$ cat config.mk
export PLATFORM = sky130hd
export DESIGN_NAME = inst_fetch
export DESIGN_NICKNAME = d
export VERILOG_FILES = /design/src/rtl/inst_fetch_pkg.sv /design/src/rtl/inst_fetch_pc_next.sv /design/src/rtl/inst_fetch.sv
export SDC_FILE = /design/constraint.sdc
export NUM_CORES = 1
export LEC_CHECK = 0
export ABC_AREA = 1
export BUFFER_PORTS_ARGS = -buffer_cell sky130_fd_sc_hd__buf_2
export CORE_MARGIN = 10
export CORE_UTILIZATION = 29
export CTS_CLUSTER_DIAMETER = 60
export DETAILED_ROUTE_END_ITERATION = 6
export MAX_ROUTING_LAYER = met4
export PLACE_DENSITY = 0.52
export SYNTH_ARGS = -nofsm -noshare
export SYNTH_HDL_FRONTEND = slang
export SYNTH_SLANG_ARGS = --single-unit
$ cat constraint.sdc
create_clock -name clk -period 1.9 [get_ports clk]
set_clock_uncertainty 0.1 [all_clocks]
set_input_delay 0.095 -clock clk [delete_from_list [all_inputs] [get_ports clk]]
set_output_delay 0.095 -clock clk [all_outputs]
set_load 0.05 [all_outputs]
$ cat src/rtl/inst_fetch_pkg.sv
// Shared definitions for the instruction fetch unit: FSM states, reset vector
// default and opcode field location.
package inst_fetch_pkg;

  typedef enum logic [1:0] {
    IDLE  = 2'd0,
    FETCH = 2'd1,
    HOLD  = 2'd2
  } state_t;

  localparam logic [31:0] RESET_VECTOR_DEFAULT = 32'h0000_0000;

  localparam int OP_MSB = 31;
  localparam int OP_LSB = 26;
  localparam int OP_W   = OP_MSB - OP_LSB + 1;

  function automatic logic [OP_W-1:0] opcode_of(input logic [31:0] insn);
    return insn[OP_MSB:OP_LSB];
  endfunction

endpackage

$ cat src/rtl/inst_fetch_pc_next.sv
// Combinational next-PC selection: jump, taken branch, or fall-through.
// Jump takes priority over branch; all arithmetic wraps modulo 2^32.
module inst_fetch_pc_next (
  input  logic [31:0] pc_plus4,
  input  logic        pcw,
  input  logic        pcwc,
  input  logic        cond,
  input  logic [25:0] jtarget,
  input  logic [15:0] boff,
  output logic [31:0] next_pc
);

  logic [31:0] boff_bytes;

  // Word offset sign-extended and scaled to bytes in one step.
  assign boff_bytes = {{14{boff[15]}}, boff, 2'b00};

  always_comb begin
    next_pc = pc_plus4;
    if (pcw) begin
      next_pc = {pc_plus4[31:28], jtarget, 2'b00};
    end else if (pcwc && cond) begin
      next_pc = pc_plus4 + boff_bytes;
    end
  end

endmodule

$ cat src/rtl/inst_fetch.sv
// Instruction fetch unit: requests a word at pc, latches it into ir, and holds
// it until downstream consumes it, at which point the next PC is applied.
module inst_fetch
  import inst_fetch_pkg::*;
#(
  parameter logic [31:0] RESET_VECTOR = RESET_VECTOR_DEFAULT
) (
  input  logic        clk,
  input  logic        rst_n,
  output logic        imem_req,
  output logic [31:0] imem_addr,
  input  logic        imem_ack,
  input  logic [31:0] imem_data,
  output logic [31:0] ir,
  output logic [5:0]  op,
  output logic        ir_valid,
  input  logic        ir_ready,
  output logic [31:0] pc_plus4,
  input  logic        pcw,
  input  logic        pcwc,
  input  logic        cond,
  input  logic [25:0] jtarget,
  input  logic [15:0] boff
);

  state_t      state_reg;
  logic [31:0] pc_reg;
  logic [31:0] ir_reg;
  logic [31:0] pc_plus4_reg;
  logic        ir_valid_reg;
  logic        imem_req_reg;
  logic [31:0] next_pc;

  inst_fetch_pc_next pc_next (
    .pc_plus4 (pc_plus4_reg),
    .pcw      (pcw),
    .pcwc     (pcwc),
    .cond     (cond),
    .jtarget  (jtarget),
    .boff     (boff),
    .next_pc  (next_pc)
  );

  // imem_req is registered alongside the state so it is high exactly in FETCH.
  always_ff @(posedge clk or negedge rst_n) begin
    if (!rst_n) begin
      state_reg    <= IDLE;
      pc_reg       <= RESET_VECTOR;
      ir_reg       <= '0;
      pc_plus4_reg <= '0;
      ir_valid_reg <= 1'b0;
      imem_req_reg <= 1'b0;
    end else begin
      case (state_reg)
        IDLE: begin
          state_reg    <= FETCH;
          imem_req_reg <= 1'b1;
        end
        FETCH: begin
          if (imem_ack) begin
            ir_reg       <= imem_data;
            pc_plus4_reg <= pc_reg + 32'd4;
            ir_valid_reg <= 1'b1;
            imem_req_reg <= 1'b0;
            state_reg    <= HOLD;
          end
        end
        HOLD: begin
          if (ir_ready) begin
            ir_valid_reg <= 1'b0;
            pc_reg       <= next_pc;
            imem_req_reg <= 1'b1;
            state_reg    <= FETCH;
          end
        end
        default: begin
          state_reg    <= IDLE;
          imem_req_reg <= 1'b0;
        end
      endcase
    end
  end

  assign imem_req  = imem_req_reg;
  assign imem_addr = pc_reg;
  assign ir        = ir_reg;
  assign op        = opcode_of(ir_reg);
  assign ir_valid  = ir_valid_reg;
  assign pc_plus4  = pc_plus4_reg;

endmodule

# == After elaboration in Yosys (flattened, before gate mapping) ==
# Cells that the tools add are included.
# word_totals
register_bits,100
latch_bits,0
ram_bits,0
romBits,0
output_inout_bits,104
wordCells,30
n_memories,0
# classes
add_sub_neg,2
n_mul,0
div,0
n_lt_le_gt_ge,0
eq_ne,4
n_shift,0
muxes,11
bitwise,0
reduce_logical,7
# op_table
operator,count
2-to-1 mux 32 bit,2
"adder 32 x 3 -> 32 bit, second input constant",1
adder 32 bit,1
case mux 2 bit (3 select lines),1
AND reduction 2 bit,3
2-to-1 mux 1 bit,4
2-to-1 mux 2 bit,2
"inequality test 2 bit, second input constant",2
case mux 1 bit (3 select lines),1
AND reduction 3 bit,1
"== test 2 x 1 -> 1 bit, second input constant",1
"== test 2 bit, second input constant",1
logical NOT 2 bit,1
case mux 1 bit (2 select lines),1
nonzero test 2 bit,1
logical AND 1 bit,1

# == Logic depth before layout (Yosys ltp) ==
# Gate-level depths: netlist (run 1).
# depth
depth_word,3
mapped_depth,15
mapped_depth_nobuf,15

# == Modules after synthesis ==
# From an unflattened synthesis (run 1), not the netlist that was laid out.
# unflattened
cells_unflattened,1136
hier_area_um2,7295.7
# by_module_without_submodules
module,instances,cells_each,area_each_um2,seq_area_each_um2
inst_fetch,1,576,4485.6,2477.4
inst_fetch_pc_next,1,560,2810.2,0.0

# == Least setup slack after synthesis (run 1) ==
# No wires, ideal clock.
# synth_timing
kind,flip-flop to flip-flop
from,register pc_plus4_reg[2] (netlist: pc_plus4[2])
to,register pc_reg[30] (netlist: imem_addr[30])
arrival_time_ps,2109
required_time_ps,1680
path_slack_ps,-429
path_stages_with_launch,14
path_buffers,0
period_less_slack_ps,2329
cell_sequence,dfrtp_1 -> ha_1 -> fa_1 -> nand2_1 -> nand2_1 -> and2_1 -> nand2_1 -> nand2_1 -> nand2_1 -> nand2_1 -> nand2_1 -> a21oi_1 -> o21ai_1 -> nand2_1
# synth_via
elab_chain_len,3
# synth_lines
item,line,text
from (decl),inst_fetch.sv:29,logic [31:0] pc_plus4_reg;
from (signal assigned),inst_fetch.sv:62,pc_plus4_reg <= pc_reg + 32'd4;
adder 32 bit,inst_fetch_pc_next.sv:23,next_pc = pc_plus4 + boff_bytes;
2-to-1 mux 32 bit,inst_fetch_pc_next.sv:22,end else if (pcwc && cond) begin
2-to-1 mux 32 bit,inst_fetch_pc_next.sv:20,if (pcw) begin
to (signal assigned),inst_fetch.sv:71,pc_reg <= next_pc;
to (decl),inst_fetch.sv:27,logic [31:0] pc_reg;
# Every way passes these cells.
# A chain may end at the register's enable or synchronous reset.

# == Worst setup path in the final report (run 1) ==
# layout_timing
from,register pc_plus4_reg[2] (netlist: pc_plus4[2])
to,register pc_reg[26] (netlist: imem_addr[26])
# The elaborated chain is that of the path after synthesis.

==> results of run 1 <==
## synthesized netlist by cell type, types with 3 or more instances
library cell    n  share of area [%]
a21oi_1        61                4.4
o21bai_1        7               0.76
a22oi_1         3               0.33
inv_1          87                4.7
o21ai_0        54                3.9
nand2_1       381                 21
nor3_1         12               0.87
o211ai_1        5               0.55
ha_1           30                5.5
o22ai_1         3               0.27
nor2_1         97                5.3
xor2_1         19                2.4
nor3_2          6               0.87
clkbuf_1       25                1.4
nand2_2         6               0.55
xnor2_1        14                1.8
buf_4           6               0.65
dfrtp_1        99                 36
buf_2           3               0.22
nor2_2          4               0.36
nand4_1        12                1.1
o21ai_1        10               0.73
nand3_1        37                2.7
## logic make-up (layout without fill, tap and decap cells)
group           after synthesis  after routing  synth area share [%]
flops                        99             99                 35.97
fa+ha+maj                    31             31                 5.741
compound gates              151            151                 11.92
simple gates                571            571                 35.03
buf+inv                     124            493                 7.140
xor+xnor                     33             33                 4.197
## metal layers
layer  track usage (%)  up-vias  share of wire, %
li1                  -     3964                 -
met1             24.81     3736                46
met2             31.60      256                47
met3             3.597       36               5.4
met4             5.308        0               1.9
met5                 -        -                 0
## final cells by class
class,instances,share of cell area (%)
Timing Repair Buffer,388,23.77
Inverter,90,3.021
Clock inverter,4,0.2536
Tap cell,319,3.517
Clock buffer,11,2.051
Multi-Input combinational cell,786,45.15
Sequential cell,99,22.23
## how the worst min path moves through the flow
stage	cells after the start	end	slack, ps
after floorplan	0	imem_addr[0]	-300
after global placement	1	ir[23]	10
after detailed placement	1	ir[19]	20
after CTS	5	imem_addr[24]	0.09
after global routing	3	imem_addr[5]	20
final	5	imem_addr[24]	8
## critical path, stage by stage (launching register included)
cell and delay [ps]:
dfrtp_2 430, ha_4 170, fa_2 350, nand2_1 60, nand2_1 70, and2_4 170
nand2_4 60, nand2_4 80, buf_6 130, nand2_4 50, nand3_2 50, nand2_1 80
nand3_2 80, nand2_1 80, nand2_1 50, o21ai_1 80
## through the flow
stage | total power, mW | cell area [um^2] | util [%] | cells
6_report | 20.16 | 11350 | 48.49 | 1697
5_1_grt | 21.50 | 11350 | 48.49 | 1697
4_1_cts | 19.54 | 11000 | 47.00 | 1689
3_5_place_dp | 16.36 | 9574 | 40.91 | 1611
3_3_place_gp | 16.30 | 9574 | 40.91 | 1611
2_1_floorplan | 11.93 | 7323 | - | 1009
## power groups by stage
stage / Combinational [mW] / Clock [mW] / Sequential (mW)
6_report: 14.3 / 1.75 / 4.12
5_1_grt: 15.4 / 1.89 / 4.26
4_1_cts: 13.6 / 1.80 / 4.09
3_5_place_dp: 12.2 / 0 / 4.12
3_3_place_gp: 12.2 / 0 / 4.09
2_1_floorplan: 4.56 / 0 / 7.37
## what timing repair did
item | in CTS | in global routing
gates resized for setup | 148 | 67
endpoints found under the hold margin | 80 | 0
buffers inserted | 18 | 9
setup endpoints to repair | 28 | 35
hold buffers | 49 | 0
gates cloned | 0 | 0
pin swaps | 72 | 67
==> impl_metrics.tcl, run 1 <==
set metrics [dict create \
    run_status "finished with violations" \
    failed_checks "negative setup slack" \
    synth_seq_area_share_pct 35.97 \
    synth_cells 1009 \
    numCtsBuffers 9 \
    setup_tns_ps -4258 \
    grt_pass1_vias 8276 \
    hp-start "jtarget[22]" \
    final_cell_mix "nand2_1 (325), buf_2 (183), buf_4 (138)" \
    power_frac_comb_pct 70.9 \
    worstPathRequired_ps 2080 \
    critical_path_class "flop to flop" \
    netlist_area_um2 6887 \
    cellInternalPower_mw 9.108 \
    antenna_found_initial 0 \
    fp.dieH_um 174.1 \
    fmax_mhz 458.4 \
    core_um2 23400 \
    p_leak_nw 5.659 \
    yosysWarnings 0 \
    grt_max_degree 37 \
    die_x_um 174.1 \
    power_frac_clock_pct 8.7 \
    tightest_slew_ps 553.3 \
    setup_ws_ps -281.4 \
    drt-vias-per-instance 4.709 \
    post-place-ws_ps -305.4 \
    fillers 2351 \
    path_clk_slew_ps 70 \
    place_congestion 0.9475 \
    antenna_cells 0 \
    wire_per_inst_um 17.34 \
    numPortBuffers 184 \
    r2r_start "pc_plus4[2]" \
    area_growth_pct 64.77 \
    crit_end "imem_addr[26]" \
    crit_start "pc_plus4[2]" \
    rsz0062_at_grt "yes" \
    min_period_over_period_pct 114.8 \
    fin_hold_ws_ps 8.251 \
    r2r-end "imem_addr[26]" \
    critPathCaptureType "flop" \
    drt_iter0_drc 496 \
    die-area_um2 30310 \
    ant_nets 0 \
    multiInputGateArea_um2 5124 \
    cts_tree "done" \
    via_count 7992 \
    period_needed_ps 2181 \
    fin_nets 1486 \
    grt_pass1_wl_mm 46.01 \
    drt-total-wl_mm 29.43 \
    io_pins 185 \
    regArea_um2 2522 \
    dr.pass1.iters 5 \
    swShare_pct 54.81 \
    r2r.worst_path.cells 15 \
    start_util_pct 29.43 \
    p_sw_mw 11.05 \
    maxSlewHeadroom_pct 62.98 \
    drv_slew 0 \
    cts_root_buf "clkbuf_16" \
    overflow 0 \
    drc 0 \
    synth_nets 1121 \
    grt_use_total_pct 19.62 \
    p_per_area_nw_per_um2 1776 \
    htreeDepth 3 \
    crit_arrival_ps 2360 \
    ys_ff_latch 99 \
    ir_drop_mv 0.8785 \
    drv_cap 0 \
    pwr-share-seq_pct 20.4 \
    cts_sinks 99 \
    syn_area_per_cell_um2 6.825 \
    crit_fanout 4 \
    hold_violations 0 \
    synth_edf_count 0 \
    drive_gt1_share_pct 43.18 \
    regToRegSetupSlack_ps -280 \
    hp-class "input port to flop" \
    ys.flop_type "dfrtp_1" \
    layout_commonest_cell "nand2_1" \
    setup_viol 26 \
    rows 56 \
    clock_path_buffers 2 \
    clkLatencyLatePin_ps 350 \
    startpoint_type "flop" \
    async_reset_ff_share_pct 100.0 \
    dpl.hpwl_mm 22.63 \
    synth_cell_types 44 \
]
(Power assumes the default switching activity.)
==> inputs of run 2 (changes only) <==
Settings changed: ABC_AREA 1 to unset, PLACE_DENSITY 0.52 to 0.53.
==> run 2 against run 1 <==
Total power down 6.2%; largest power group unchanged; the run still ends with negative setup slack left; sequential power shrank 5.8%; via count fell by 21%.
==> impl_metrics.tcl, run 2 <==
set metrics [dict create \
    run_status "finished with violations" \
    failed_checks "negative setup slack" \
    critical_path_class "flop to flop" \
    numPortBuffers 184 \
    syn_area_per_cell_um2 9.037 \
    dr.pass1.iters 4 \
    clkLatencyLatePin_ps 360 \
    rsz0062_at_grt "yes" \
    cts_tree "done" \
    die-area_um2 27200 \
    antenna_found_initial 1 \
    fin_nets 1169 \
    slowest_stage "dfrtp_2" \
    drv_cap 0 \
    area_growth_pct 65.90 \
    core_um2 20430 \
    fin_hold_ws_ps 23.88 \
    setup_viol 38 \
    crit_fanout 3 \
    cts_root_buf "clkbuf_16" \
    place_congestion 0.9051 \
    synth_cells 674 \
    period_needed_ps 2615 \
    yosysWarnings 0 \
    path_clk_slew_ps 80 \
    yosys-top-cells-count "nand2_1 (112), dfrtp_1 (99), a21oi_1 (54)" \
    clock_path_buffers 2 \
    dpl.hpwl_mm 17.43 \
    drt-total-wl_mm 23.30 \
    ys_ff_latch 99 \
    netlist_area_um2 6091 \
    wire_per_inst_um 17.48 \
    drive_gt1_share_pct 50.66 \
    ant_nets 0 \
    start_util_pct 29.81 \
    worstPathRequired_ps 2040 \
    grt_use_total_pct 17.41 \
    async_reset_ff_share_pct 100.0 \
    hold_violations 0 \
    drv_slew 0 \
    p_per_area_nw_per_um2 1871 \
    final_cell_mix "buf_2 (183), buf_4 (158), nand2_1 (109)" \
    ir_drop_mv 1.121 \
    synth_seq_area_share_pct 40.67 \
    die_x_um 164.9 \
    synth_edf_count 0 \
    max_stage_delay_ps 430 \
    fillers 1941 \
    yosysTopAreaCell "dfrtp_1" \
    drt-vias-per-instance 4.764 \
    yosys-top-cells-area "dfrtp_1 (41%), nand2_1 (6.9%), mux2_2 (6.5%), ha_1 (6.2%), xnor2_1 (4.7%)" \
    rows 52 \
    grt_pass1_vias 6836 \
    layout_commonest_cell "buf_2" \
    setup_ws_ps -715.4 \
    maxSlewHeadroom_pct 60.89 \
    io_pins 185 \
    fmax_mhz 382.3 \
    critPathCaptureType "flop" \
    netlist.area_leader.share_pct 40.67 \
    via_count 6351 \
    min_period_over_period_pct 137.7 \
    hp-class "input port to async pin" \
    tightest_slew_ps 586.7 \
    cts_sinks 99 \
    startpoint_type "flop" \
    crit_arrival_ps 2760 \
    drc 0 \
    synth_cell_types 59 \
    drt_iter0_drc 268 \
    htreeDepth 3 \
    path_cells "ha_4, fa_2, a211oi_2, o21ba_2, o21ai_4, buf_4, a21oi_4, o21ai_4, a31oi_4, o21ai_2, xnor2_1, a21oi_1" \
    fp.dieH_um 164.9 \
    worst_path_most_repeated_cell "o21ai_4" \
    numCtsBuffers 9 \
    grt_pass1_wl_mm 36.44 \
    synth_most_common_cell "nand2_1" \
    synth_nets 786 \
    p_leak_nw 4.733 \
    overflow 0 \
    grt_max_degree 46 \
    ys.flop_type "dfrtp_1" \
    setup_tns_ps -14860 \
]
==> run 2: changes by cell type after synthesis, sizes merged, moves of 9 or more <==
cell	previous run	this run
mux2	0	35
a21o	2	11
nand3	39	16
o21ai	65	85
nand2	387	112
nor2	103	33
and3	0	9
inv	89	12
xnor2	14	33
nor3	19	6
==> run 2: layout make-up <==
cell class / instances / area, um^2 / share of cell area [%]
multi-input cells: 527 / 4060 / 40.18
repair buffers: 408 / 2843 / 28.13
flip-flops and latches: 99 / 2514 / 24.88
well taps: 270 / 337.8 / 3.343
clock buffers: 9 / 225.2 / 2.229
clock inverters: 7 / 77.57 / 0.7677
inverters: 12 / 45.04 / 0.4458
diodes: 1 / 2.502 / 0.02476
==> run 2: report_power, final <==
group / switching (mW) / leakage (nW) / internal (mW) / total [mW]
sequential: 0.753 / 1.19 / 3.12 / 3.88
combinational: 8.08 / 3.40 / 5.05 / 13.1
clock: 0.966 / 0.144 / 0.935 / 1.90
total: 9.80 / 4.73 / 9.11 / 18.9
==> run 2: repair_timing <==
| action | 4_1_cts | 5_1_grt |
|---|---|---|
| endpoints found under the hold margin | 151 | 0 |
| setup endpoints to repair | 40 | 40 |
| pin swaps | 45 | 51 |
| hold buffers | 53 | 0 |
| setup buffers | 12 | 14 |
| gates resized for setup | 60 | 46 |
==> run 2: metal layers <==
metal	GRT usage, %	wire (um)	vias up	share of wire, %
met5	-	0	-	0
met4	4.670	323	0	1.4
met3	4.207	1221	24	5.2
met2	28.54	11360	157	49
met1	21.01	10400	3020	45
li1	-	-	3150	-
==> run 2: final timing paths <==
check	from	end	slack, ps	depth (start not counted)
setup / recovery	pc_plus4[2]	imem_addr[30]	-720	12
hold / removal	rst_n	ir[7]	20	2
setup reg to reg	pc_plus4[2]	imem_addr[30]	-720	12
hold reg to reg	state_reg[1]	state_reg[0]	380	1
max in group asynchronous	rst_n	pc_plus4[17]	1130	3
min in group clk	jtarget[17]	imem_addr[19]	40	4
==> run 2: cell families after synthesis <==
logic type / after synthesis / synth area share (%)
AOI/OAI and AO/OA: 197 / 19.58
buffers and inverters: 48 / 3.348
xor gates and xnor gates: 53 / 7.621
adders and majority gates: 31 / 6.491
muxes: 39 / 7.128
DFF: 99 / 40.67
and+or+nand+nor: 207 / 15.16
==> run 2: metrics by stage <==
stage | std cells | util, % | setup slack [ps] | cell area, um^2 | total power [mW]
2_1_floorplan | 674 | - | -737.6 | 6275 | 11.74
3_3_place_gp | 1239 | 41.88 | -708.2 | 8556 | 15.80
3_5_place_dp | 1239 | 41.88 | -726.5 | 8556 | 15.84
4_1_cts | 1320 | 47.90 | -700.9 | 9786 | 18.47
5_1_grt | 1333 | 49.46 | -833.8 | 10100 | 20.19
6_report | 1333 | 49.46 | -715.4 | 10100 | 18.91
==> run 2: worst max-delay path, delay by kind of cell, from the launching register on <==
kind / cells / cell delay (ps)
flops: 1 / 430
xor+xnor: 1 / 140
fa+ha+maj: 2 / 550
buf+inv: 1 / 150
compound gates: 8 / 1140
